<file path="src/rtl/dnn_pkg.sv">
// Shared definitions for the DNN stream host: default widths, FSM state
// encoding and the SEND-exit decision used at start and at end of SEND.
package dnn_pkg;

    localparam int DW_DEFAULT = 32;
    localparam int AW_DEFAULT = 12;

    typedef enum logic [1:0] {
        ST_IDLE = 2'd0,
        ST_SEND = 2'd1,
        ST_RECV = 2'd2,
        ST_FIN  = 2'd3
    } state_t;

    function automatic state_t after_send(input logic dst_pending);
        return dst_pending ? ST_RECV : ST_FIN;
    endfunction

endpackage

</file>
<file path="src/rtl/dnn_skid_fifo.sv">
// Two-entry FIFO holding memory read data ahead of the outgoing stream.
// Supports simultaneous push and pop; the caller guarantees no overflow.
module dnn_skid_fifo #(
    parameter int DW = 32
) (
    input  logic          clk,
    input  logic          rst_n,
    input  logic          push,
    input  logic [DW-1:0] push_data,
    input  logic          pop,
    output logic          full,
    output logic          empty,
    output logic [DW-1:0] data
);

    logic [1:0][DW-1:0] entry_q, entry_d;
    logic               wr_ptr_q, wr_ptr_d;
    logic               rd_ptr_q, rd_ptr_d;
    logic [1:0]         count_q, count_d;

    // NOTE: every signal written here gets a default first, so no path leaves it unassigned and no latch is inferred.
    always_comb begin
        entry_d  = entry_q;
        wr_ptr_d = wr_ptr_q;
        rd_ptr_d = rd_ptr_q;
        count_d  = count_q + 2'(push) - 2'(pop);
        if (push) begin
            entry_d[wr_ptr_q] = push_data;
            wr_ptr_d          = ~wr_ptr_q;
        end
        if (pop) begin
            rd_ptr_d = ~rd_ptr_q;
        end
    end

    // NOTE: sequential state uses non-blocking assignments so all flops sample pre-edge values.
    always_ff @(posedge clk or negedge rst_n) begin
        if (!rst_n) begin
            wr_ptr_q <= 1'b0;
            rd_ptr_q <= 1'b0;
            count_q  <= 2'd0;
        end else begin
            wr_ptr_q <= wr_ptr_d;
            rd_ptr_q <= rd_ptr_d;
            count_q  <= count_d;
        end
    end

    // NOTE: the storage itself is not reset; occupancy is tracked by count_q, which is.
    always_ff @(posedge clk) begin
        entry_q <= entry_d;
    end

    assign full  = count_q[1];
    assign empty = (count_q == 2'd0);
    assign data  = entry_q[rd_ptr_q];

endmodule

</file>
<file path="src/rtl/dnn_stream_host.sv">
// Batch host: streams src_len words from memory to an accelerator, then
// writes up to dst_len returned words back to memory, flagging length errors.
module dnn_stream_host
    import dnn_pkg::*;
#(
    parameter int DW = DW_DEFAULT,
    parameter int AW = AW_DEFAULT
) (
    input  logic          clk,
    input  logic          rst_n,
    input  logic          start,
    input  logic [AW-1:0] src_base,
    input  logic [AW-1:0] dst_base,
    input  logic [AW-1:0] src_len,
    input  logic [AW-1:0] dst_len,
    output logic          busy,
    output logic          done,
    output logic          err,
    output logic          mem_rd_en,
    output logic [AW-1:0] mem_rd_addr,
    input  logic [DW-1:0] mem_rd_data,
    output logic          mem_wr_en,
    output logic [AW-1:0] mem_wr_addr,
    output logic [DW-1:0] mem_wr_data,
    output logic          src_valid,
    output logic [DW-1:0] src_data,
    output logic          src_last,
    input  logic          src_ready,
    input  logic          dst_valid,
    input  logic [DW-1:0] dst_data,
    input  logic          dst_last,
    output logic          dst_ready
);

    state_t        state_q, state_d;
    logic [AW-1:0] src_base_q, src_base_d;
    logic [AW-1:0] src_len_q, src_len_d;
    logic [AW-1:0] dst_base_q, dst_base_d;
    logic [AW-1:0] dst_len_q, dst_len_d;
    logic [AW-1:0] rd_cnt_q, rd_cnt_d;
    logic [AW-1:0] tx_cnt_q, tx_cnt_d;
    logic [AW-1:0] rx_cnt_q, rx_cnt_d;
    logic          rd_pend_q, rd_pend_d;
    logic          err_q, err_d;

    logic          fifo_pop;
    logic          fifo_full;
    logic          fifo_empty;
    logic [DW-1:0] fifo_data;
    logic [2:0]    rd_slots;
    logic          rx_final;

    dnn_skid_fifo #(.DW(DW)) u_fifo (
        .clk      (clk),
        .rst_n    (rst_n),
        .push     (rd_pend_q),
        .push_data(mem_rd_data),
        .pop      (fifo_pop),
        .full     (fifo_full),
        .empty    (fifo_empty),
        .data     (fifo_data)
    );

    always_comb begin
        state_d    = state_q;
        src_base_d = src_base_q;
        src_len_d  = src_len_q;
        dst_base_d = dst_base_q;
        dst_len_d  = dst_len_q;
        rd_cnt_d   = rd_cnt_q;
        tx_cnt_d   = tx_cnt_q;
        rx_cnt_d   = rx_cnt_q;
        err_d      = err_q;

        busy        = (state_q != ST_IDLE);
        done        = 1'b0;
        mem_rd_en   = 1'b0;
        mem_rd_addr = '0;
        mem_wr_en   = 1'b0;
        mem_wr_addr = '0;
        mem_wr_data = '0;
        dst_ready   = 1'b0;
        rx_final    = (rx_cnt_q == dst_len_q - AW'(1));

        src_valid = (state_q == ST_SEND) && !fifo_empty;
        src_data  = src_valid ? fifo_data : '0;
        src_last  = src_valid && (tx_cnt_q == src_len_q - AW'(1));
        fifo_pop  = src_valid && src_ready;

        // Slots still claimed after this cycle's pop; a new read may fill the last free one.
        rd_slots = {1'b0, fifo_full, !fifo_empty && !fifo_full} + {2'b0, rd_pend_q} - {2'b0, fifo_pop};

        case (state_q)
            ST_IDLE: begin
                if (start) begin
                    src_base_d = src_base;
                    src_len_d  = src_len;
                    dst_base_d = dst_base;
                    dst_len_d  = dst_len;
                    rd_cnt_d   = '0;
                    tx_cnt_d   = '0;
                    rx_cnt_d   = '0;
                    err_d      = 1'b0;
                    state_d    = (src_len != '0) ? ST_SEND : after_send(dst_len != '0);
                end
            end
            ST_SEND: begin
                if ((rd_cnt_q != src_len_q) && (rd_slots < 3'd2)) begin
                    mem_rd_en   = 1'b1;
                    mem_rd_addr = src_base_q + rd_cnt_q;
                    rd_cnt_d    = rd_cnt_q + AW'(1);
                end
                if (fifo_pop) begin
                    tx_cnt_d = tx_cnt_q + AW'(1);
                    if (src_last) begin
                        state_d = after_send(dst_len_q != '0);
                    end
                end
            end
            ST_RECV: begin
                dst_ready = 1'b1;
                if (dst_valid) begin
                    mem_wr_en   = 1'b1;
                    mem_wr_addr = dst_base_q + rx_cnt_q;
                    mem_wr_data = dst_data;
                    rx_cnt_d    = rx_cnt_q + AW'(1);
                    if (dst_last || rx_final) begin
                        state_d = ST_FIN;
                    end
                    if (dst_last != rx_final) begin
                        err_d = 1'b1;
                    end
                end
            end
            ST_FIN: begin
                done    = 1'b1;
                state_d = ST_IDLE;
            end
            default: state_d = ST_IDLE;
        endcase

        rd_pend_d = mem_rd_en;
    end

    always_ff @(posedge clk or negedge rst_n) begin
        if (!rst_n) begin
            state_q    <= ST_IDLE;
            src_base_q <= '0;
            src_len_q  <= '0;
            dst_base_q <= '0;
            dst_len_q  <= '0;
            rd_cnt_q   <= '0;
            tx_cnt_q   <= '0;
            rx_cnt_q   <= '0;
            rd_pend_q  <= 1'b0;
            err_q      <= 1'b0;
        end else begin
            state_q    <= state_d;
            src_base_q <= src_base_d;
            src_len_q  <= src_len_d;
            dst_base_q <= dst_base_d;
            dst_len_q  <= dst_len_d;
            rd_cnt_q   <= rd_cnt_d;
            tx_cnt_q   <= tx_cnt_d;
            rx_cnt_q   <= rx_cnt_d;
            rd_pend_q  <= rd_pend_d;
            err_q      <= err_d;
        end
    end

    assign err = err_q;

endmodule

</file>
<file path="config.mk">
export PLATFORM = sky130hd
export DESIGN_NAME = dnn_stream_host
export DESIGN_NICKNAME = d
export VERILOG_FILES = /design/src/rtl/dnn_pkg.sv /design/src/rtl/dnn_skid_fifo.sv /design/src/rtl/dnn_stream_host.sv
export SDC_FILE = /design/constraint.sdc
export NUM_CORES = 1
export LEC_CHECK = 0
export BUFFER_PORTS_ARGS = -buffer_cell sky130_fd_sc_hd__buf_2
export CAP_MARGIN = 20
export CORE_UTILIZATION = 56
export CTS_BUF_LIST = sky130_fd_sc_hd__clkbuf_4 sky130_fd_sc_hd__clkbuf_8
export DETAILED_ROUTE_END_ITERATION = 6
export MAX_ROUTING_LAYER = met4
export PLACE_DENSITY = 0.83
export SYNTH_ARGS = -nofsm -noshare
export SYNTH_HDL_FRONTEND = slang
export SYNTH_SLANG_ARGS = --single-unit
</file>
<file path="constraint.sdc">
create_clock -name clk -period 4.2 [get_ports clk]
set_clock_uncertainty 0.15 [all_clocks]
set_input_delay 0.84 -clock clk [delete_from_list [all_inputs] [get_ports clk]]
set_output_delay 0.84 -clock clk [all_outputs]
set_load 0.1 [all_outputs]
</file>
**Word-level counts from Yosys, hierarchy flattened**

Index checks and enable logic that the tools add are counted.

- Register bits after elaboration: 156
- Latch bits: 0
- Memory bits (writable): 0
- ROM bits: 0
- Input bits: 118
- Output and inout bits: 96
- Word-level logic and storage cells: 107
- Memories: 0

- Add/subtract/negate cells: 11
- $mul: 0
- Divide/modulo/power cells: 0
- Order comparisons: 4
- Equality and inequality tests: 14
- Shift-type cells: 0
- Muxes and demuxes: 38
- Bitwise logic cells: 2
- Reductions and logical operators: 23

Operators by type and width:

| cell | number |
|---|---|
| 2-to-1 mux 32 bit | 6 |
| 2-to-1 mux 12 bit | 8 |
| case mux 12 bit (2 select lines) | 3 |
| bitwise mux 64 bit | 1 |
| adder 12 x 1 -> 12 bit, second input constant | 3 |
| nonzero test 12 bit | 3 |
| demux 32 bit (select 1 bit) | 1 |
| adder 12 bit | 2 |
| == test 12 bit | 2 |
| subtractor 12 x 1 -> 12 bit, second input constant | 2 |
| 2-to-1 mux 2 bit | 6 |
| inequality test 12 bit | 1 |
| 2-to-1 mux 1 bit | 11 |
| inequality test 2 bit, second input constant | 5 |
| AND reduction 3 bit | 3 |
| case mux 2 bit (4 select lines) | 1 |
| logical AND 1 bit | 6 |
| nonzero test 2 bit | 3 |
| AND reduction 5 bit | 1 |
| == test 2 bit, second input constant | 2 |
| zero test 2 bit | 2 |
| < comparator 1 x 2 -> 1 bit, second input constant | 2 |
| inequality test 2 x 1 -> 1 bit, second input constant | 2 |
| AND reduction 4 bit | 1 |
| 13 further kinds | 15 |

**Longest topological paths before layout**

- Depth after elaboration: 9
- Gate-level depth with buffers: 15
- Gate-level depth less buffers: 15

**Modules after synthesis**

From an unflattened synthesis, not the netlist that was laid out.

- Cell total of the unflattened synthesis: 806
- Area, all modules: 9105.0 um^2

By module, submodules not included:

| module | times used | cells an instance | area an instance (um^2) |
|---|---|---|---|
| dnn_stream_host | 1 | 692 | 6452.4 |
| dnn_skid_fifo | 1 | 114 | 2652.5 |

**Least setup slack after synthesis**

OpenSTA, ideal clock, no wires.

- Path kind: flip-flop to output port
- From: reg state_q[1]
- To: out mem_rd_addr[3]
- Arrival: 5164 ps
- Path slack: -1954 ps
- Cell stages (with the launch flop): 13
- Path buffers: 0
- Cell sequence: dfrtp_1 inv_1 ha_1 o21ai_1 inv_1 nand2_1 inv_1 ha_1 nor2b_1 fa_1 nor3_2 nand2_1 nor3_1

- Longest elaborated chain between the ends: 8

Ends and longest elaborated chain:

| what | line | RTL |
|---|---|---|
| start: declaration | dnn_stream_host.sv:35 | `state_t state_q, state_d;` |
| start signal: assignment | dnn_stream_host.sv:158 | `state_q <= state_d;` |
| == test 2 x 1 -> 1 bit | dnn_stream_host.sv:85 | `src_valid = (state_q == ST_SEND) && !fifo_empty;` |
| logical AND 1 bit | dnn_stream_host.sv:85 |  |
| net src_valid | dnn_stream_host.sv:25 | `output logic src_valid,` |
| logical AND 1 bit | dnn_stream_host.sv:88 | `fifo_pop = src_valid && src_ready;` |
| net fifo_pop | dnn_stream_host.sv:46 | `logic fifo_pop;` |
| subtractor 3 x 1 -> 3 bit | dnn_stream_host.sv:91 | `rd_slots = {1'b0, fifo_full, !fifo_empty && !fifo_full} + {2'b0, rd_pend_q} - {2'b0, fifo_pop};` |
| < comparator 3 x 2 -> 1 bit | dnn_stream_host.sv:108 | `if ((rd_cnt_q != src_len_q) && (rd_slots < 3'd2)) begin` |
| logical AND 1 bit | dnn_stream_host.sv:108 |  |
| 2-to-1 mux 12 bit | dnn_stream_host.sv:108 |  |
| 2-to-1 mux 12 bit | dnn_stream_host.sv:93 | `case (state_q)` |
| end: declaration | dnn_stream_host.sv:20 | `output logic [AW-1:0] mem_rd_addr,` |

The timed path passes the listed nets, and every way through them passes these cells.

**Worst setup path after layout**

- From: reg dst_base_q[1]
- To: out mem_wr_addr[11]

- Longest elaborated chain between the ends: 3

Ends and longest elaborated chain:

| what | line | RTL |
|---|---|---|
| start: declaration | dnn_stream_host.sv:38 | `logic [AW-1:0] dst_base_q, dst_base_d;` |
| start signal: assignment | dnn_stream_host.sv:161 | `dst_base_q <= dst_base_d;` |
| adder 12 bit | dnn_stream_host.sv:124 | `mem_wr_addr = dst_base_q + rx_cnt_q;` |
| 2-to-1 mux 12 bit | dnn_stream_host.sv:122 | `if (dst_valid) begin` |
| 2-to-1 mux 12 bit | dnn_stream_host.sv:93 |  |
| end: declaration | dnn_stream_host.sv:23 | `output logic [AW-1:0] mem_wr_addr,` |

No other way between the ends.

==> key figures <==
Run status
  – Status: complete, no violations

Die
  – # IOs: 214
  – Initial Util: 57.4%
  – Core area: 15200 sq um
  – Die ar.: 16100 sq um
  – DIE HEIGHT: 127 microns
  – Row count: 45
  – DIE WIDTH: 127 microns

Synthesis
  – Synth top area share: 26.4%
  – Leading area contributor after synthesis: dfrtp_1
  – Synthesized net count: 969
  – Cell variety after synth: 63
  – Post-synth EDFFs: 64
  – Syn. warnings: 0
  – FFs w/ async S/R, synth: 59.0%
  – Post-Syn Area: 8730 sq um
  – Synth area leaders: dfrtp_1 (26%), edfxtp_1 (22%), mux2_2 (6.2%)
  – Main flop type after synthesis: dfrtp_1
  – Seq/Total Area, Yosys: 48.4%
  – Mapped Cells: 813
  – Yosys reg bits: 156
  – Post-Syn Area per Cell: 10.7 sq um

Global route
  – First-pass GRT wire length: 32900 microns
  – Largest net degree at the start of global routing: 53
  – Overflow after GRT: 0
  – Vias in the first global route: 6744
  – Initial antenna violation count: 1
  – Total GRT Usage: 27.0%

Final layout
  – Layout cells sized above 1: 34.8%
  – Commonest non-fill, non-tap cell in the layout: buf_2
  – Layout Cells excl Fill: 1231
  – Most frequent cells in the layout: buf_2 (196), nor2_1 (90), dfrtp_1 (88), edfxtp_1 (64), mux2_2 (48)
  – Fin nets: 1185
  – P&R area growth vs syn: 25.8%

Worst setup path
  – Worst setup path endpoint: mem_wr_addr[11]
  – CP Cell Sequence: ha_1 -> a21o_1 -> a21o_1 -> a2111oi_4 -> nor4_4 -> o31a_1 -> or3_1 -> a21oi_2 -> buf_12
  – Flop-to-flop setup slack: 0.62 ns
  – Most used cell, CP: a21o_1
  – WS Path Type: register to output pin
  – Critical path startpoint: dst_base_q[1]$_DFFE_PN0P_
  – CP Buf/Inv Count: 1
  – Arr. time, crit path: 3.11 ns
  – CP max-delay cell: a2111oi_4
  – Startpoint Class: register
  – Critical Path Stages: 9
  – Reg2reg end: state_q[0]$_DFFE_PN0P_
  – Reg2reg start: dst_len_q[3]$_DFFE_PN0P_
  – Data required, critical path: 3.21 ns
  – Slowest stage delay, CP: 0.47 ns
  – R2R depth: 13
  – Crit end category: output pin
  – CP top delay family: compound AO/OA/AOI/OAI gates
  – Max Fanout on Critical Path: 3

STA
  – PnR worst setup slack: 0.102 ns
  – Crit path time final: 4.10 ns
  – # setup viols final: 0
  – Max frequency: 244 MHz
  – Worst relative slew slack: 33.1%
  – Period utilisation layout: 97.6%
  – Worst Tran Pin Value: 1.00 ns
  – Pins Over Slew Limit: 0
  – Unrepaired setup endpoints after global routing: yes
  – Final Hold Vio Count: 0

Placement
  – Placed instance count: 1186
  – Pre-CTS setup slack: 0.342 ns
  – Dpl hpwl: 15100 microns
  – I/O Buffers: 213
  – Routability congestion estimate: 0.852

Min path
  – Worst Hold Class: input port to async pin

Power
  – Final Power: 8.61 mW
  – Peak supply drop: 0.000426 V
  – Leakage power total: 5.04 nW
  – Power per cell area: 784 nW/um^2

Clock tree
  – Total CTS buffers: 17
  – Max clock buf depth: 2
  – Clock Latency Late Sink: 0.47 ns
  – # hold bufs at CTS: 0
  – Clock transition at path regs: 0.10 ns
  – CTS tree: done
  – CTS root buffer: clkbuf_8
  – H-Tree Level Count: 4
  – # clock sinks: 156

Detailed routing
  – DRC errors left: 0
  – WL/cell: 17.1 microns
  – Detailed Route WL: 21000 microns
  – Drt first-iter violations: 544
  – Remaining antenna violation count: 0
  – Via density: 5.73
  – Routed vias: 7055
  – DR pass1 iterations: 5

Job
  – Maxcap violations: 0
==> layout make-up <==
type | count | area [sq um]
multi-input combinational | 592 | 4470
antenna | 1 | 2.50
timing repair buffer | 236 | 1510
clock buffer | 17 | 234
fill | 1060 | 4220
clock inverter | 15 | 196
inverter | 26 | 108
sequential | 156 | 4230
tap | 188 | 235
==> registers in the layout, indices dropped and copies added, names as in the netlist <==
name	count
dst_len_q	12
rd_cnt_q	12
err	1
u_fifo.wr_ptr_q	1
src_base_q	12
rd_pend_q	1
tx_cnt_q	12
rx_cnt_q	12
u_fifo.rd_ptr_q	1
state_q	2
src_len_q	12
dst_base_q	12
u_fifo.count_q	2
u_fifo.entry_q	64
==> cells by family (layout without fill, tap and decap cells) <==
logic type                 after synthesis  in the layout  share of synthesized area (%)
AOI/OAI and AO/OA                      117            117                           8.73
xor gates and xnor gates                77             77                           7.73
adders and majority gates               38             38                           5.70
buffers and inverters                   65            294                           3.02
DFF                                    156            156                           48.4
muxes                                   85             85                           10.5
other                                    0              1                              0
and+or+nand+nor                        275            275                           15.9
==> Yosys cell counts (3+ instances only) <==
library cell	number
a211o_1	3
a211oi_1	5
a21o_1	9
a21oi_1	29
a31oi_1	4
and3_1	41
buf_1	7
clkbuf_1	28
dfrtp_1	92
edfxtp_1	64
fa_1	3
ha_1	35
inv_1	26
mux2_2	48
mux2i_1	36
nand2_1	38
nand3_1	19
nand4_1	15
nor2_1	100
nor2b_1	5
nor3_1	11
nor4_1	11
o2111ai_1	3
o211ai_1	4
o21a_1	3
o21ai_0	34
o31a_1	3
or3_1	12
or4_1	5
xnor2_1	46
xor2_1	31
==> routing by layer <==
metal / wire [microns] / global-route usage (%) / up-vias
met2: 10800 / 46.2 / 285
met3: 1090 / 4.89 / 35
met5: 0 / - / -
met4: 513 / 8.89 / 0
met1: 8670 / 32.3 / 3369
li1: - / - / 3366
==> how the worst min path moves through the flow <==
stage / to / slack, ns / depth (start not counted)
6_report: dst_base_q[8]$_DFFE_PN0P_ / 0.20 / 1
5_1_grt: dst_base_q[9]$_DFFE_PN0P_ / 0.23 / 1
4_1_cts: dst_base_q[9]$_DFFE_PN0P_ / 0.20 / 1
3_5_place_dp: u_fifo.wr_ptr_q$_DFFE_PN0P_ / 0.35 / 1
3_3_place_gp: u_fifo.wr_ptr_q$_DFFE_PN0P_ / 0.33 / 1
2_1_floorplan: u_fifo.wr_ptr_q$_DFFE_PN0P_ / 0.30 / 1
==> report_power, final <==
part | internal, mW | switching, mW | total [mW]
logic | 1.56 | 3.29 | 4.85
registers | 2.04 | 0.523 | 2.56
clock network | 0.515 | 0.679 | 1.19
total | 4.12 | 4.49 | 8.61
==> timing repair <==
action	CTS	global route
setup endpoints to repair	11	14
gates resized for setup	4	15
pin swaps	1	11
setup buffers	0	11
gates cloned	0	1
==> metrics by stage <==
stage / hold slack (ns) / setup TNS [ns] / utilization (%) / cell area, sq um
CTS: 0.197 / 0 / 71.1 / 10800
global placement: 0.333 / 0 / 68.1 / 10400
finish: 0.196 / 0 / 72.2 / 11000
global route: 0.232 / -0.0292 / 72.2 / 11000
detailed placement: 0.355 / 0 / 68.1 / 10400
floorplan: 0.303 / -2.19 / - / 8930
==> worst register-to-register path: stages (launching register included) <==
cell and delay [ns]:
dfrtp_1 0.44, or3_1 0.42, nor4_1 0.49, and3_1 0.31, a211oi_1 0.09, nor3b_1 0.19
a31oi_1 0.07, a211o_1 0.24, ha_1 0.19, o21ai_0 0.13, o21ai_0 0.18, nor2_1 0.16
a21oi_2 0.10, mux2_4 0.32
Note: power is estimated with default switching activity, not from simulation.
